==> src/rtl/rr_encoder_arbiter.sv <==
// 8-requester round-robin arbiter with registered one-hot grant and binary owner index.
// Optional hold-limit revocation is enabled by defining ARB_TIMEOUT_EN.
module rr_encoder_arbiter #(
    parameter int MAX_HOLD = 16,
    parameter int CNT_W    = 8
) (
    input  logic       clk,
    input  logic       rst_n,
    input  logic       en,
    input  logic [7:0] req,
    output logic [7:0] gnt,
    output logic [2:0] gnt_idx,
    output logic       gnt_vld,
    output logic       timeout
);

    localparam logic [0:0] ST_IDLE = 1'b0;
    localparam logic [0:0] ST_BUSY = 1'b1;

    if (MAX_HOLD < 2 || MAX_HOLD > 255 || (2 ** CNT_W) <= MAX_HOLD) begin : g_cfg_check
        $error("rr_encoder_arbiter: MAX_HOLD must be 2..255 and fit in CNT_W bits");
    end

    // Rotate so bit 0 is the search start, take the lowest set bit, rotate the index back.
    // Returns {found, index}.
    function automatic logic [3:0] rr_pick(input logic [7:0] vec, input logic [2:0] start);
        logic [15:0] dbl;
        logic [7:0]  rot;
        logic [3:0]  res;
        dbl = {vec, vec} >> start;
        rot = dbl[7:0];
        res = 4'b0000;
        for (int i = 7; i >= 0; i--) begin
            if (rot[i]) res = {1'b1, 3'(i) + start};
        end
        return res;
    endfunction

    logic [0:0] r_state;
    logic [2:0] r_ptr;
    logic [2:0] r_idx;
    logic [7:0] r_gnt;
    logic       r_timeout;

    logic [0:0] w_nxt_state;
    logic [2:0] w_nxt_ptr;
    logic [2:0] w_nxt_idx;
    logic       w_load;
    logic       w_revoke;
    logic       w_hold_expired;
    logic [7:0] w_others;
    logic [3:0] w_pick_ptr;
    logic [3:0] w_pick_next;

    assign w_others    = req & ~r_gnt;
    assign w_pick_ptr  = rr_pick(req, r_ptr);
    assign w_pick_next = rr_pick(w_others, r_idx + 3'd1);

    always_comb begin
        w_nxt_state = r_state;
        w_nxt_ptr   = r_ptr;
        w_nxt_idx   = r_idx;
        w_load      = 1'b0;
        w_revoke    = 1'b0;
        if (r_state == ST_IDLE) begin
            if (en && w_pick_ptr[3]) begin
                w_nxt_state = ST_BUSY;
                w_nxt_idx   = w_pick_ptr[2:0];
                w_load      = 1'b1;
            end
        end else if (!req[r_idx]) begin
            // Owner released: hand over on the same edge so gnt_vld never drops.
            w_nxt_ptr = r_idx + 3'd1;
            if (en && w_pick_next[3]) begin
                w_nxt_idx = w_pick_next[2:0];
                w_load    = 1'b1;
            end else begin
                w_nxt_state = ST_IDLE;
                w_nxt_idx   = 3'd0;
            end
        end else if (w_hold_expired && en && w_pick_next[3]) begin
            w_nxt_ptr = r_idx + 3'd1;
            w_nxt_idx = w_pick_next[2:0];
            w_load    = 1'b1;
            w_revoke  = 1'b1;
        end
    end

    always_ff @(posedge clk or negedge rst_n) begin
        if (!rst_n) begin
            r_state <= ST_IDLE;
            r_ptr   <= 3'd0;
            r_idx   <= 3'd0;
            r_gnt   <= 8'd0;
        end else begin
            r_state <= w_nxt_state;
            r_ptr   <= w_nxt_ptr;
            r_idx   <= w_nxt_idx;
            r_gnt   <= (w_nxt_state == ST_BUSY) ? (8'd1 << w_nxt_idx) : 8'd0;
        end
    end

`ifdef ARB_TIMEOUT_EN
    localparam logic [CNT_W-1:0] HOLD_LAST = CNT_W'(MAX_HOLD - 1);

    logic [CNT_W-1:0] r_cnt;

    assign w_hold_expired = (r_cnt == HOLD_LAST);

    // Counter saturates at the limit when nobody else is waiting.
    always_ff @(posedge clk or negedge rst_n) begin
        if (!rst_n) begin
            r_cnt     <= '0;
            r_timeout <= 1'b0;
        end else begin
            r_timeout <= w_revoke;
            if (w_load) begin
                r_cnt <= '0;
            end else if (r_state == ST_BUSY && !w_hold_expired) begin
                r_cnt <= r_cnt + 1'b1;
            end
        end
    end
`else
    assign w_hold_expired = 1'b0;
    assign r_timeout      = 1'b0;
`endif

    assign gnt     = r_gnt;
    assign gnt_idx = r_idx;
    assign gnt_vld = (r_state == ST_BUSY);
    assign timeout = r_timeout;

endmodule

==> config.mk <==
export PLATFORM = sky130hd
export DESIGN_NAME = rr_encoder_arbiter
export DESIGN_NICKNAME = d
export VERILOG_FILES = /design/src/rtl/rr_encoder_arbiter.sv
export SDC_FILE = /design/constraint.sdc
export NUM_CORES = 1
export LEC_CHECK = 0
export BUFFER_PORTS_ARGS = -buffer_cell sky130_fd_sc_hd__buf_4
export CORE_MARGIN = 5
export CORE_UTILIZATION = 48
export DETAILED_ROUTE_END_ITERATION = 10
export PLACE_DENSITY = 0.81
export SYNTH_ARGS = -nofsm -noshare
export SYNTH_HDL_FRONTEND = slang
export SYNTH_SLANG_ARGS = --single-unit
==> constraint.sdc <==
create_clock -name clk -period 3.3 [get_ports clk]
set_input_delay 0.165 -clock clk [delete_from_list [all_inputs] [get_ports clk]]
set_output_delay 0.165 -clock clk [all_outputs]
set_load 0.01 [all_outputs]
## Word-level counts from Yosys, hierarchy flattened

Index checks and enable logic that the tools add are counted.

| word-level totals | value |
|---|---|
| flip-flop bits (word level) | 15 |
| bits of input ports | 11 |
| output and inout bits | 13 |

| cells by class | value |
|---|---|
| add/sub/neg operators | 15 |
| magnitude comparators | 1 |
| shift-type cells | 3 |
| multiplexer cells | 27 |
| bitwise gates (word level) | 3 |
| reduce and logical (&&, ||, !) cells | 3 |

Operators with widths:

| cell | number |
|---|---|
| 4-bit two-way mux | 16 |
| 16-bit by 3-bit right shift with 8-bit output | 2 |
| 3-bit adder, first input constant | 8 |
| 2-bit by 3-bit adder with 3-bit output, first input constant | 4 |
| 3-bit two-way mux | 4 |
| 8-bit bitwise AND | 1 |
| 8-bit two-way mux | 1 |
| 8-bit inverter | 1 |
| 1-bit by 3-bit << shifter with 8-bit output, first input constant | 1 |
| 1-bit by 3-bit adder with 3-bit output, first input constant | 2 |
| 1-bit two-way mux | 5 |
| 3-bit by 4-bit less-than comparator with 1-bit output, second input constant | 1 |
| 3-bit by 1-bit adder with 3-bit output, second input constant | 1 |
| 1-bit binary-select mux with 3-bit select | 1 |
| 1-bit logical AND | 2 |
| 2-bit AND reduction | 1 |
| 1-bit inverter | 1 |

## Logic depth before layout (Yosys ltp)

Gate-level depths: netlist (run 1).

| logic depth | value |
|---|---|
| word-level depth | 17 |
| depth in mapped cells | 14 |
| mapped depth without buffers | 11 |

## Worst setup path before layout (run 1)

No wires, ideal clock.

| path | value |
|---|---|
| path type | register -> register |
| start point | register r_idx[0] (netlist: gnt_idx[0]) |
| end point | register r_gnt[1] (netlist: gnt[1]) |
| setup time | 0.125 ns |
| arrival time | 3.145 ns |
| setup slack | 0.030 ns |
| cell stages (with the launch flop) | 11 |
| buffers on the path | 1 |
| period minus slack after synthesis | 3.270 ns |
| path through | dfrtp_1 -> ha_1 -> buf_4 -> xor2_1 -> mux4_1 -> mux2_2 -> a211o_1 -> o311a_1 -> a2111oi_4 -> or4b_4 -> nor3_1 |

| on the way | value |
|---|---|
| longest elaborated chain between the ends | 16 |
| elaborated cells on any way between the ends | 29 |
| classes of those cells | 8 x add/sub; 2 x shift; 18 x mux; 1 x reduce/logical |

Ends and longest elaborated chain:

| element | RTL line | text |
|---|---|---|
| from (decl) | 41 | `logic [2:0] r_idx;` |
| from (signal assigned) | 98 | `r_idx <= w_nxt_idx;` |
| 3-bit by 1-bit adder with 3-bit output | n/a |  |
| 16-bit by 3-bit right shift with 8-bit output | 30 | `dbl = {vec, vec} >> start;` |
| 4-bit two-way mux (8 in a row) | 34 | `if (rot[i]) res = {1'b1, 3'(i) + start};` |
| 1-bit logical AND | 74 | `if (en && w_pick_next[3]) begin` |
| 3-bit two-way mux | 74 |  |
| 3-bit two-way mux | 71 | `end else if (!req[r_idx]) begin` |
| 3-bit two-way mux | 65 | `if (r_state == ST_IDLE) begin` |
| 1-bit by 3-bit << shifter with 8-bit output | 99 | `r_gnt <= (w_nxt_state == ST_BUSY) ? (8'd1 << w_nxt_idx) : 8'd0;` |
| 8-bit two-way mux * | 99 |  |
| to (signal assigned) | 99 |  |
| to (decl) | 42 | `logic [7:0] r_gnt;` |

Mark *: on every way between the ends. The rest lies on a longest branch, timed or not. The select of a mux whose other input is x is not followed.
A chain may end at the register's enable or synchronous reset.

## Worst setup path in the final report (run 1)

| path | value |
|---|---|
| start point | register r_idx[0] (netlist: gnt_idx[0]) |
| end point | register r_gnt[1] (netlist: gnt[1]) |

| on the way | value |
|---|---|
| longest elaborated chain between the ends | 16 |
| elaborated cells on any way between the ends | 29 |
| classes of those cells | 8 x add/sub; 2 x shift; 18 x mux; 1 x reduce/logical |

Ends and longest elaborated chain:

| element | RTL line | text |
|---|---|---|
| 3-bit by 1-bit adder with 3-bit output | n/a |  |
| 16-bit by 3-bit right shift with 8-bit output | 30 |  |
| 4-bit two-way mux (8 in a row) | 34 |  |
| 1-bit logical AND | 74 |  |
| 3-bit two-way mux | 74 |  |
| 3-bit two-way mux * | 71 |  |
| 3-bit two-way mux * | 65 |  |
| net w_nxt_idx[2] | 47 | `logic [2:0] w_nxt_idx;` |
| 1-bit by 3-bit << shifter with 8-bit output * | 99 |  |
| 8-bit two-way mux * | 99 |  |

The timed path passes the listed nets; every way through them passes the cells marked *. The select of a mux whose other input is x is not followed.

==> results of run 1 <==
==> where the power goes <==
part	switching [mW]	internal (mW)	total (mW)
logic	2.12	1.69	3.81
clock network	0.0674	0.0838	0.151
registers	0.153	0.261	0.413
==> synthesized netlist by cell type (11+ instances only) <==
cell and count:
nor3_1 11, nor2b_1 12, mux2i_1 12, nor2_1 22, o21ai_0 13, mux4_2 18
a21oi_1 12, nand2b_1 12, mux2_2 12, clkbuf_1 20, dfrtp_1 15, nand2_1 31
==> repair_timing <==
item,in CTS,in global routing
gates resized for setup,1,15
hold buffers,1,0
hold endpoints to repair,15,0
endpoints found under the setup margin,7,11
buffers inserted,0,2
cloned,0,0
pin swaps,0,3
==> kinds of logic after synthesis <==
group                      after synthesis  share of synthesized area (%)
DFF                                     15                           12.3
and+or+nand+nor                        137                           24.6
other                                    1                          0.123
muxes                                   46                           24.7
adders and majority gates                4                           1.64
buffers and inverters                   46                           7.06
AOI/OAI and AO/OA                      107                           28.4
xor gates and xnor gates                 4                           1.15
==> worst paths after layout <==
kind	start	end	slack, ps	cells past startpoint
worst max-delay path	gnt_idx[0]	gnt[1]	60	11
worst min-delay path	rst_n	gnt_idx[2]	280	2
worst max register to register	gnt_idx[0]	gnt[1]	60	11
worst min register to register	r_ptr[0]	r_ptr[0]	750	2
max in group asynchronous	rst_n	r_ptr[0]	2830	2
min in group clk	en	gnt_vld	480	3
==> per-stage QoR <==
step | hold slack, ps | instance area, sq um | util [%]
3_3_place_gp | 22.0 | 3320 | 52.9
3_5_place_dp | 22.0 | 3320 | 52.9
4_1_cts | 292 | 3380 | 53.9
6_report | 281 | 3460 | 55.2
2_1_floorplan | -131 | 3050 | -
5_1_grt | 299 | 3460 | 55.2
==> final cells by class <==
type / instances / area share [%]
Timing Repair Buffer: 49 / 10.9
Inverter: 12 / 1.30
Clock inverter: 1 / 0.145
Sequential cell: 15 / 10.9
Clock buffer: 3 / 1.19
Tap cell: 77 / 2.78
Multi-Input combinational cell: 299 / 72.8
==> state kept, by name, indices dropped and copies added (netlist names) <==
register,cells
gnt,8
gnt_idx,3
r_ptr,3
gnt_vld,1
==> layer usage <==
metal | vias up | track usage, % | share of wire (%)
met5 | - | 0 | 0
met4 | 0 | 7.58 | 2.4
met3 | 36 | 3.10 | 11
met2 | 260 | 38.6 | 47
met1 | 1591 | 34.5 | 39
li1 | 1443 | - | -
==> impl.org, run 1 <==
** Timing
- Share of the clock period used by the worst path :: 98.1%
- Max-slew violation total from the final report :: 0
- Period minus WS final :: 3240 ps
- At the pin with the least slew margin, the transition time is 532 ps.
- Smallest setup slack after layout :: 61.8 ps
- Final-report hold violation count :: 0
- Highest clock rate :: 309 MHz
- After routing, the total negative slack on setup checks comes to 0 ps.
- Relative slew slack :: 64.5%
- On the final layout, the worst clock skew is 8.22 ps.
- Setup Viol. Count Final :: 0

** Die
- The floorplan step set the die width to 89.7 um.
- The floorplan step set the die height to 89.7 um.
- The floorplan step defined a die boundary enclosing 8040 sq um.
- I/O pin count :: 24
- Core outline area :: 6280 sq um
- Std-Cell Rows :: 29
- Effective utilization at floorplan :: 48.5%

** Finish
- Final nets :: 395
- The number of antenna diodes in the final layout is 0.
- The library cell used most frequently in the layout, excluding fill and tap cells, is buf_4.
- Leaving out filler cells and counting taps, the final layout contains 456.
- Compared with the post-synthesis result, the final layout area differs by 13.7%.
- Multi-input gate area in the final layout :: 2520 sq um
- Of the cells placed in the final design, the portion with a size suffix greater than 1 is 29.8%.
- FILL cells :: 529
- Registers take 378 sq um.
- Leaving out fill and tap cells, the most frequent cells in the layout are buf_4 (46), nand2_1 (31), nor2_1 (22), mux4_2 (19).

** Pwr
- In this run the static leakage power is 1.39 nW.
- Worst vdd ir :: 0.00100 V
- Dividing total power by cell area gives a power density of 1260 nW/um^2.
- Total power for the finished layout comes to 4.37 mW.

** Detailed routing
- For this run, design rule violations remaining after detail routing come to 0.
- Number of search-and-repair iterations in the first detailed-routing pass :: 5
- Residual antenna-violating net count after detailed routing :: 0
- In the final routed layout, each cell accounts on average for 22.1 um.
- Dividing the detail-routed via count by the number of cells gives 7.30.
- Final WL :: 10.1 mm
- The routed layout has 3330 vias.
- For this block, the initial DRC count from the detailed router was 504.

** Critical path
- Stage delay of the slowest cell on the critical path :: 410 ps
- Maximum net fanout on the critical path :: 6
- Category of the worst setup path launch point :: flip-flop
- Data arrival, critical path :: 3400 ps
- In this design, the largest share of critical-path delay is due to compound AO/OA/AOI/OAI gates.
- Walking the worst path, the cells encountered are ha_4 > xor2_4 > buf_4 > mux4_2 > mux2i_1 > nand2_2 > o31a_1 > o21ai_0 > a211o_1 > inv_1 > nor3_1.
- Kind of capture point of the worst setup path :: flip-flop
- Counting both buffers and inverters, the worst setup path holds a total of 2.
- The critical path is of the reg -> reg type.
- Slowest-stage cell, CP :: dfrtp_1
- For the worst setup path, the data required time is 3460 ps.

** Global route
- Vias in the first global route :: 3123
- The number of antenna violations at the first check in global routing came to 0.
- The first global-routing pass estimated 15.4 mm of wire.
- Maximum number of pins on one net before global-route repair :: 26
- Global Route Usage Sum :: 24.3%
- Total overflow reported by the global router :: 0

** Placement
- The wire-length estimate of the detail-placed layout is 7.02 mm.
- Once placement completed, the tool counted placed cells totaling 449.
- Port Buf Inserts :: 22
- Worst slack, placed :: -33.1 ps
- At the end of routability-driven placement, the weighted congestion stood at 1.02.

** Min path
- The min-delay analysis places its worst path in the category in -> async.

** Yosys
- Number of warnings printed during yosys synthesis :: 0
- Post-synth EDFFs :: 0
- Summing every instance area after synthesis gives 3050 sq um.
- Flip-flop and latch count after synthesis :: 15
- Average cell area after synthesis :: 8.46 sq um
- For this run, the leading register cell type out of synthesis is dfrtp_1.
- Counting every instance in the synthesized netlist gives 360.
- Proportion of netlist area held by the largest area contributor :: 13.3%
- After synthesis, the share of flip-flops with an asynchronous set or reset is 100%.
- Yosys mapped the design onto 75 distinct sky130hd cell types.
- The biggest area contributor in the post-synthesis netlist is mux4_2.
- Register area share after synthesis :: 12.3%
- Synthesis produced a netlist with a net count of 375.
- Sorting the synthesized cells by area gives the leading types as mux4_2 (13%), dfrtp_1 (12%), mux2_2 (4.4%), mux2i_1 (3.9%), nand2_1 (3.8%).

** Clocking
- The clock drives 15 sinks.
- CTS H-tree depth :: 1
- The clock reaches the later pin of the worst-skew pair after 260 ps.
- CTS clk-pin slew, worst paths :: 70 ps
- Buffers inserted during clock tree synthesis total 3.
- TritonCTS clock tree :: done
- The cell sitting at the root of the clock tree is a clkbuf_8.
- Maximum number of buffers from clock root to sink :: 2

** Run status
- Outcome :: complete, no violations

** Run
- Across the run, the number of max-cap violations was 0.
Note: power is estimated with default switching activity, not from simulation.
==> run 2, diff against run 1 <==
--- a/config.mk
+++ b/config.mk
@@ -6,10 +6,12 @@
 export NUM_CORES = 1
 export LEC_CHECK = 0
 export BUFFER_PORTS_ARGS = -buffer_cell sky130_fd_sc_hd__buf_4
+export CELL_PAD_IN_SITES_DETAIL_PLACEMENT = 1
+export CELL_PAD_IN_SITES_GLOBAL_PLACEMENT = 1
 export CORE_MARGIN = 5
-export CORE_UTILIZATION = 48
+export CORE_UTILIZATION = 43
 export DETAILED_ROUTE_END_ITERATION = 10
-export PLACE_DENSITY = 0.81
+export PLACE_DENSITY = 0.91
 export SYNTH_ARGS = -nofsm -noshare
 export SYNTH_HDL_FRONTEND = slang
 export SYNTH_SLANG_ARGS = --single-unit
==> impl.org, run 2 (synthesis results as in run 1) <==
** Run status
- The flow ran to the end, but the final reports show violations.
- The checks that failed: negative setup slack.

** Global route
- Vias in the first global route :: 3692 (+18%)
- Total overflow reported by the global router :: 0 (unchanged)
- The global routing usage on met3 came to 4.81% (+1.7 points).
- GR met2 Demand/Resource :: 47.8% (+9.2 points)
- The maximum number of pins on one net before global-route repair was 31 (+19%).
- The global routing stage identified its most utilized layer as met2.
- Antenna violations before repair :: 0 (unchanged)
- Global Route Usage Sum :: 29.7% (+5.4 points)
- The met1 track utilization from global routing came to 37.4% (+2.9 points).
- Wire length of the first global-routing pass :: 20.6 mm (+34%)

** Critical path
- Slowest-stage cell, CP :: or4b_4
- The kind of cell with the highest combined delay along the critical path is simple AND/OR/NAND/NOR gates.
- Worst path buffer plus inverter count :: 3 (+1)
- The data required time of the critical path is 3460 ps (about the same).
- Cell breakdown of the critical path :: buf_12 > inv_4 > ha_1 > inv_2 > o211ai_1 > nor4_2 > a221oi_2 > o31ai_4 > a2111oi_4 > or4b_4 > nor3_1
- Stage delay of the slowest cell on the critical path :: 610 ps (+200 ps)
- Maximum net fanout on the critical path :: 30 (+24)
- The worst setup path is captured at a flip-flop.
- Category of the worst setup path launch point :: flip-flop
- Data arrival, critical path :: 3740 ps (+340 ps)
- Worst setup path class :: reg -> reg

** Detailed routing
- The total via count in the routed design came to 3943 (+18%).
- Number of search-and-repair iterations in the first detailed-routing pass :: 6 (+1)
- The count of antenna-violating nets left after detailed routing is 0 (unchanged).
- The number of DRC violations after detailed routing came to 0 (unchanged).
- Vias per inst :: 8.08 (+11%)
- Final WL :: 16.1 mm (+59%)
- The initial DRC count was 704 (+40%).
- The routed wirelength normalized by instance count came to 32.9 um (+49%).

** Timing
- The clock tree skew after final layout is 1.97 ps (-6.25 ps).
- The slack of the critical path came to -277 ps (-339 ps).
- The slew of the pin with the lowest slew margin was 877 ps (+345 ps).
- The share of the cycle needed by the critical path after routing is 108% (+10 points).
- Highest clock rate :: 280 MHz (-9.5%)
- The relative slew slack is 41.4% (-23 points).
- The max-slew violation total from the final report is 0 (unchanged).
- The final critical delay including setup and external delays is 3580 ps (+339 ps).
- RSZ-0062 raised after global routing :: true
- Setup Viol. Count Final :: 9 (+9)
- Final-report hold violation count :: 0 (unchanged)

** Clocking
- The buffer levels on the longest clock path is 2 (unchanged).
- The cell sitting at the root of the clock tree is a clkbuf_8.
- The clock slew seen by the registers of the worst setup and hold paths was 70 ps (about the same).
- The TritonCTS sink count came to 15 (unchanged).
- The clock insertion delay at the later pin of the skew report came to 260 ps (about the same).
- TritonCTS built the clock tree.
- The CTS H-tree depth is 1 (unchanged).
- Num CTS Buffers :: 3 (unchanged)

** Placement
- Worst slack, placed :: -186 ps (-153 ps)
- The final weighted congestion in routability-driven placement is 0.954 (-6.0%).
- The half-perimeter wire length after placement was 9.22 mm (+31%).
- Port Buf Inserts :: 22 (unchanged)

** Die
- Horizontal die dimension :: 94.2 um (+5.0%)
- The core footprint is 6830 sq um (+8.8%).
- The site row count is 30 (+3.4%).
- The area enclosed by the die boundary came to 8870 sq um (+10%).
- The initial core utilization was 44.6% (-3.9 points).
- The die boundary height came to 94.2 um (+5.0%).
- The number of placed I/O pins is 24 (unchanged).

** Finish
- Number of flip-flops in the largest register :: 8 (unchanged)
- The number of antenna cells inserted came to 0 (unchanged).
- The count of filler cells inserted in the layout came to 775 (+47%).
- Final nets :: 408 (+3.3%)
- Growth of design area from synthesis to finish :: 21.7%
- Leaving out fill and tap cells, the most frequent cell in the layout is buf_4.
- In the layout the commonest cells are buf_4 (59), nand2_1 (31), nor2_1 (21), mux4_2 (20), dfrtp_1 (13).
- Fraction of layout cells with a size suffix above 1 :: 36.7% (+6.9 points)

** Min path
- Hold Path Class :: in -> async

** Run
- Max-cap violations :: 0 (unchanged)
-- run 2: area by class of cell --
cell class              instances  area [sq um]  area share, %
clock buffers                   3          41.3           1.11
flip-flops and latches         15           378           10.2
clock inverters                 1          7.51          0.202
repair buffers                 62           484           13.1
well taps                      96           120           3.24
inverters                      12          47.5           1.28
multi-input cells             299          2630           70.9
-- run 2: metal layers --
layer | wire [um] | vias up
li1 | - | 1475
met1 | 5430 | 1815
met2 | 7030 | 472
met3 | 2070 | 181
met4 | 1520 | 0
met5 | 0 | -
-- run 2: path summary, 6_finish.rpt --
check / slack [ps] / endpoint / start / depth (start not counted)
setup / recovery: -280 / gnt[4] / gnt_idx[0] / 11
hold / removal: 290 / gnt_vld / rst_n / 2
setup reg to reg: -280 / gnt[4] / gnt_idx[0] / 11
hold reg to reg: 850 / r_ptr[0] / gnt_idx[0] / 2
max in group asynchronous: 2810 / gnt_idx[0] / rst_n / 2
min in group clk: 510 / gnt_vld / en / 3
-- run 2: worst reg2reg max path, delay by kind of cell, from the launching register on --
kind / cells / cell delay (ps)
adder cells (fa/ha/maj): 1 / 340
buffers and inverters: 3 / 510
AO/OA/AOI/OAI: 4 / 950
flip-flops: 1 / 420
AND/OR/NAND/NOR: 3 / 1250
-- run 2: per-stage QoR --
| step | hold slack (ps) | instance area (sq um) | std cells | setup TNS, ps | utilization, % |
|---|---|---|---|---|---|
| after CTS | 290 | 3500 | 478 | 0 | 51.2 |
| after global placement | 19.9 | 3370 | 472 | 0 | 49.4 |
| after detailed placement | 28.9 | 3370 | 472 | -1100 | 49.4 |
| after floorplan | -131 | 3050 | 360 | 0 | - |
| after global routing | 310 | 3710 | 488 | -2010 | 54.3 |
| final | 292 | 3710 | 488 | -1560 | 54.3 |
-- run 2: what timing repair did --
item,CTS,global route
pin swaps,3,13
buffers inserted,1,10
hold buffers,1,0
setup endpoints to repair,9,10
gates resized for setup,14,32
hold endpoints to repair,15,0
Power of run 2 is left out: the tool's default activity adds up to more than one toggle a clock period on the data nets, which glitch-free logic cannot reach.
==> run 3, diff against run 2 <==
--- a/config.mk
+++ b/config.mk
@@ -12,6 +12,7 @@
 export CORE_UTILIZATION = 43
 export DETAILED_ROUTE_END_ITERATION = 10
 export PLACE_DENSITY = 0.91
+export REMOVE_ABC_BUFFERS = 1
 export SYNTH_ARGS = -nofsm -noshare
 export SYNTH_HDL_FRONTEND = slang
 export SYNTH_SLANG_ARGS = --single-unit
==> impl.org, run 3 (synthesis results as in run 1) <==
** Critical path
- The data required time of the critical path came to 3480 ps (+20 ps).
- The slack of the worst reg-to-reg path came to -90 ps (+190 ps).
- Start point of the critical path :: gnt_idx[0]
- STA classifies the critical path startpoint as a flip-flop.
- Reg2reg path depth :: 12 (+1)
- The endpoint identified for the worst register-to-register timing path is gnt[5].
- Data arrival, critical path :: 3570 ps (-170 ps)
- Worst setup path class :: reg -> reg
- Kind of capture point of the worst setup path :: flip-flop
- R2r startpoint :: gnt_idx[0]
- Following the worst setup path forward leads to its endpoint at gnt[5].
- The highest fanout seen on the critical path came to 19 (-37%).

** Detailed routing
- Final WL :: 14.0 mm (-13%)
- Per-cell routed wire length :: 28.5 um (-13%)
- The number of vias per cell is 7.50 (-7.2%).
- The initial DRC count came to 566 (-20%).
- Residual antenna-violating net count after detailed routing :: 0 (unchanged)
- The total via count in the routed design is 3674 (-6.8%).
- The first-pass iteration count of the detailed router came to 5 (-1).
- The number of DRC violations after detailed routing came to 0 (unchanged).

** Timing
- The share of the cycle needed by the critical path after routing came to 103% (-5.6 points).
- The max-slew violation total from the final report is 0 (unchanged).
- The total setup violations reported at the end of the flow was 7 (-2).
- The clock tree skew after final layout came to 7.05 ps (+5.08 ps).
- The slack of the critical path is -90.6 ps (+186 ps).
- The final critical delay including setup and external delays was 3390 ps (-186 ps).
- Final-report hold violation count :: 0 (unchanged)
- The relative slew slack was 61.3% (+20 points).
- Actual slew at the worst max-slew pin :: 577 ps (-300 ps)
- Highest clock rate :: 295 MHz (+5.5%)
- Final hold slack :: 307 ps (+14.2 ps)

** Placement
- The half-perimeter wire length after placement was 8.49 mm (-7.9%).
- Global placer's final weighted congestion :: 0.938 (-1.7%)
- Port Buf Inserts :: 22 (unchanged)

** Clocking
- The clock slew seen by the registers of the worst setup and hold paths was 70 ps (about the same).
- The number of CTS-inserted buffers came to 3 (unchanged).
- The buffer levels on the longest clock path was 2 (unchanged).
- CTS H-tree depth :: 1 (unchanged)
- Root Driver :: clkbuf_8
- The TritonCTS sink count was 15 (unchanged).
- Worst-Skew Late Latency :: 260 ps (about the same)
- TritonCTS clock tree :: done

** Die
- The initial core utilization is 44.6% (unchanged).
- Horizontal die dimension :: 94.2 um (unchanged)
- Core outline area :: 6830 sq um (unchanged)
- The site row count was 30 (unchanged).
- The area enclosed by the die boundary came to 8870 sq um (unchanged).
- Vert. Die Dim :: 94.2 um (unchanged)
- The number of placed I/O pins is 24 (unchanged).

** Finish
- The flip-flop count of the largest register after layout came to 8 (unchanged).
- The number of antenna cells inserted is 0 (unchanged).
- Multi-input gate area in the final layout :: 2600 sq um (-1.1%)
- Seq. cell area :: 375 sq um (-0.66%)
- The number of nets at the end of the flow was 410 (+0.49%).
- In the layout the commonest cells are buf_4 (59), nand2_1 (31), nor2_1 (22), mux4_2 (19), dfrtp_1 (15).
- Relative to the synthesized area, the layout overhead comes to 21.4%.
- Fraction of layout cells with a size suffix above 1 :: 35.8% (-0.95 points)
- The count of filler cells inserted in the layout came to 822 (+6.1%).
- Leading cell type in the layout, fill and taps excluded :: buf_4

** Min path
- Hold Path Class :: in -> async

** Run
- Max-cap violations :: 0 (unchanged)

** Global route
- The total global-route track usage came to 26.2% (-3.5 points).
- The first-pass GRT wire length was 18.2 mm (-12%).
- The maximum number of pins on one net before global-route repair came to 27 (-13%).
- Total overflow reported by the global router :: 0 (unchanged)
- The via count of the first global-routing pass is 3463 (-6.2%).
- The number of antenna violations at the first check in global routing came to 0 (unchanged).

** Run status
- The final reports fail on negative setup slack.
- The flow ran to the end, but the final reports show violations.
## run 3: cell types whose count changed in the layout (fill, tap and decap cells not counted), moves of 2 or more
cell,before,now
a221oi_1,1,3
mux2_4,2,0
nor3_1,7,4
mux2_2,10,12
dfrtp_1,13,15
nor3_2,3,7
buf_6,1,3
dfrtp_2,2,0
a221oi_2,3,1
## run 3: per-stage QoR
stage	cells	setup WS [ps]	util [%]	instance area (sq um)	setup TNS, ps
after global placement	471	72.7	49.4	3380	0
after floorplan	326	-786	-	2880	-8060
after global routing	490	-255	54.1	3700	-1600
final	490	-90.6	54.1	3700	-450
after detailed placement	471	-70.6	49.4	3380	-317
after CTS	476	-8.86	50.5	3450	-14.4
## run 3: repair_timing
| item | CTS | global route |
|---|---|---|
| hold endpoints to repair | 15 | 0 |
| gates resized for setup | 4 | 31 |
| setup endpoints to repair | 7 | 10 |
| hold buffers | 1 | 0 |
| pin swaps | 0 | 9 |
| buffers inserted | 0 | 14 |
## run 3: per-layer routing
layer	GRT usage (%)	wire (um)	vias to the layer above
li1	-	-	1473
met1	34.6	5170	1768
met2	42.4	6250	336
met3	4.25	1670	97
met4	10.7	881	0
met5	0	0	-
## run 3: worst min path at each step
stage,startpoint,endpoint,cells past startpoint,slack [ps]
3_5_place_dp,rst_n,gnt[6],1,30
4_1_cts,rst_n,gnt_idx[2],2,290
6_report,rst_n,gnt[5],2,310
3_3_place_gp,rst_n,gnt[3],1,20
2_1_floorplan,rst_n,gnt[0],0,-130
5_1_grt,rst_n,gnt[5],2,320
## run 3: worst max-delay path, stage by stage (launching register included)
cell	delay (ps)
dfrtp_1	410
buf_6	230
inv_2	130
ha_1	360
inv_4	90
o211ai_1	270
nor2_1	200
a221oi_2	290
buf_4	170
o31a_1	160
o22a_1	260
or4b_4	550
nor3_2	150
## run 3: layout make-up
cell class | count | area share, %
multi-input combinational | 299 | 70.3
timing repair buffer | 64 | 13.7
sequential | 15 | 10.2
tap | 96 | 3.25
inverter | 12 | 1.29
clock buffer | 3 | 1.12
clock inverter | 1 | 0.203
Power of run 3 is left out for the same reason.
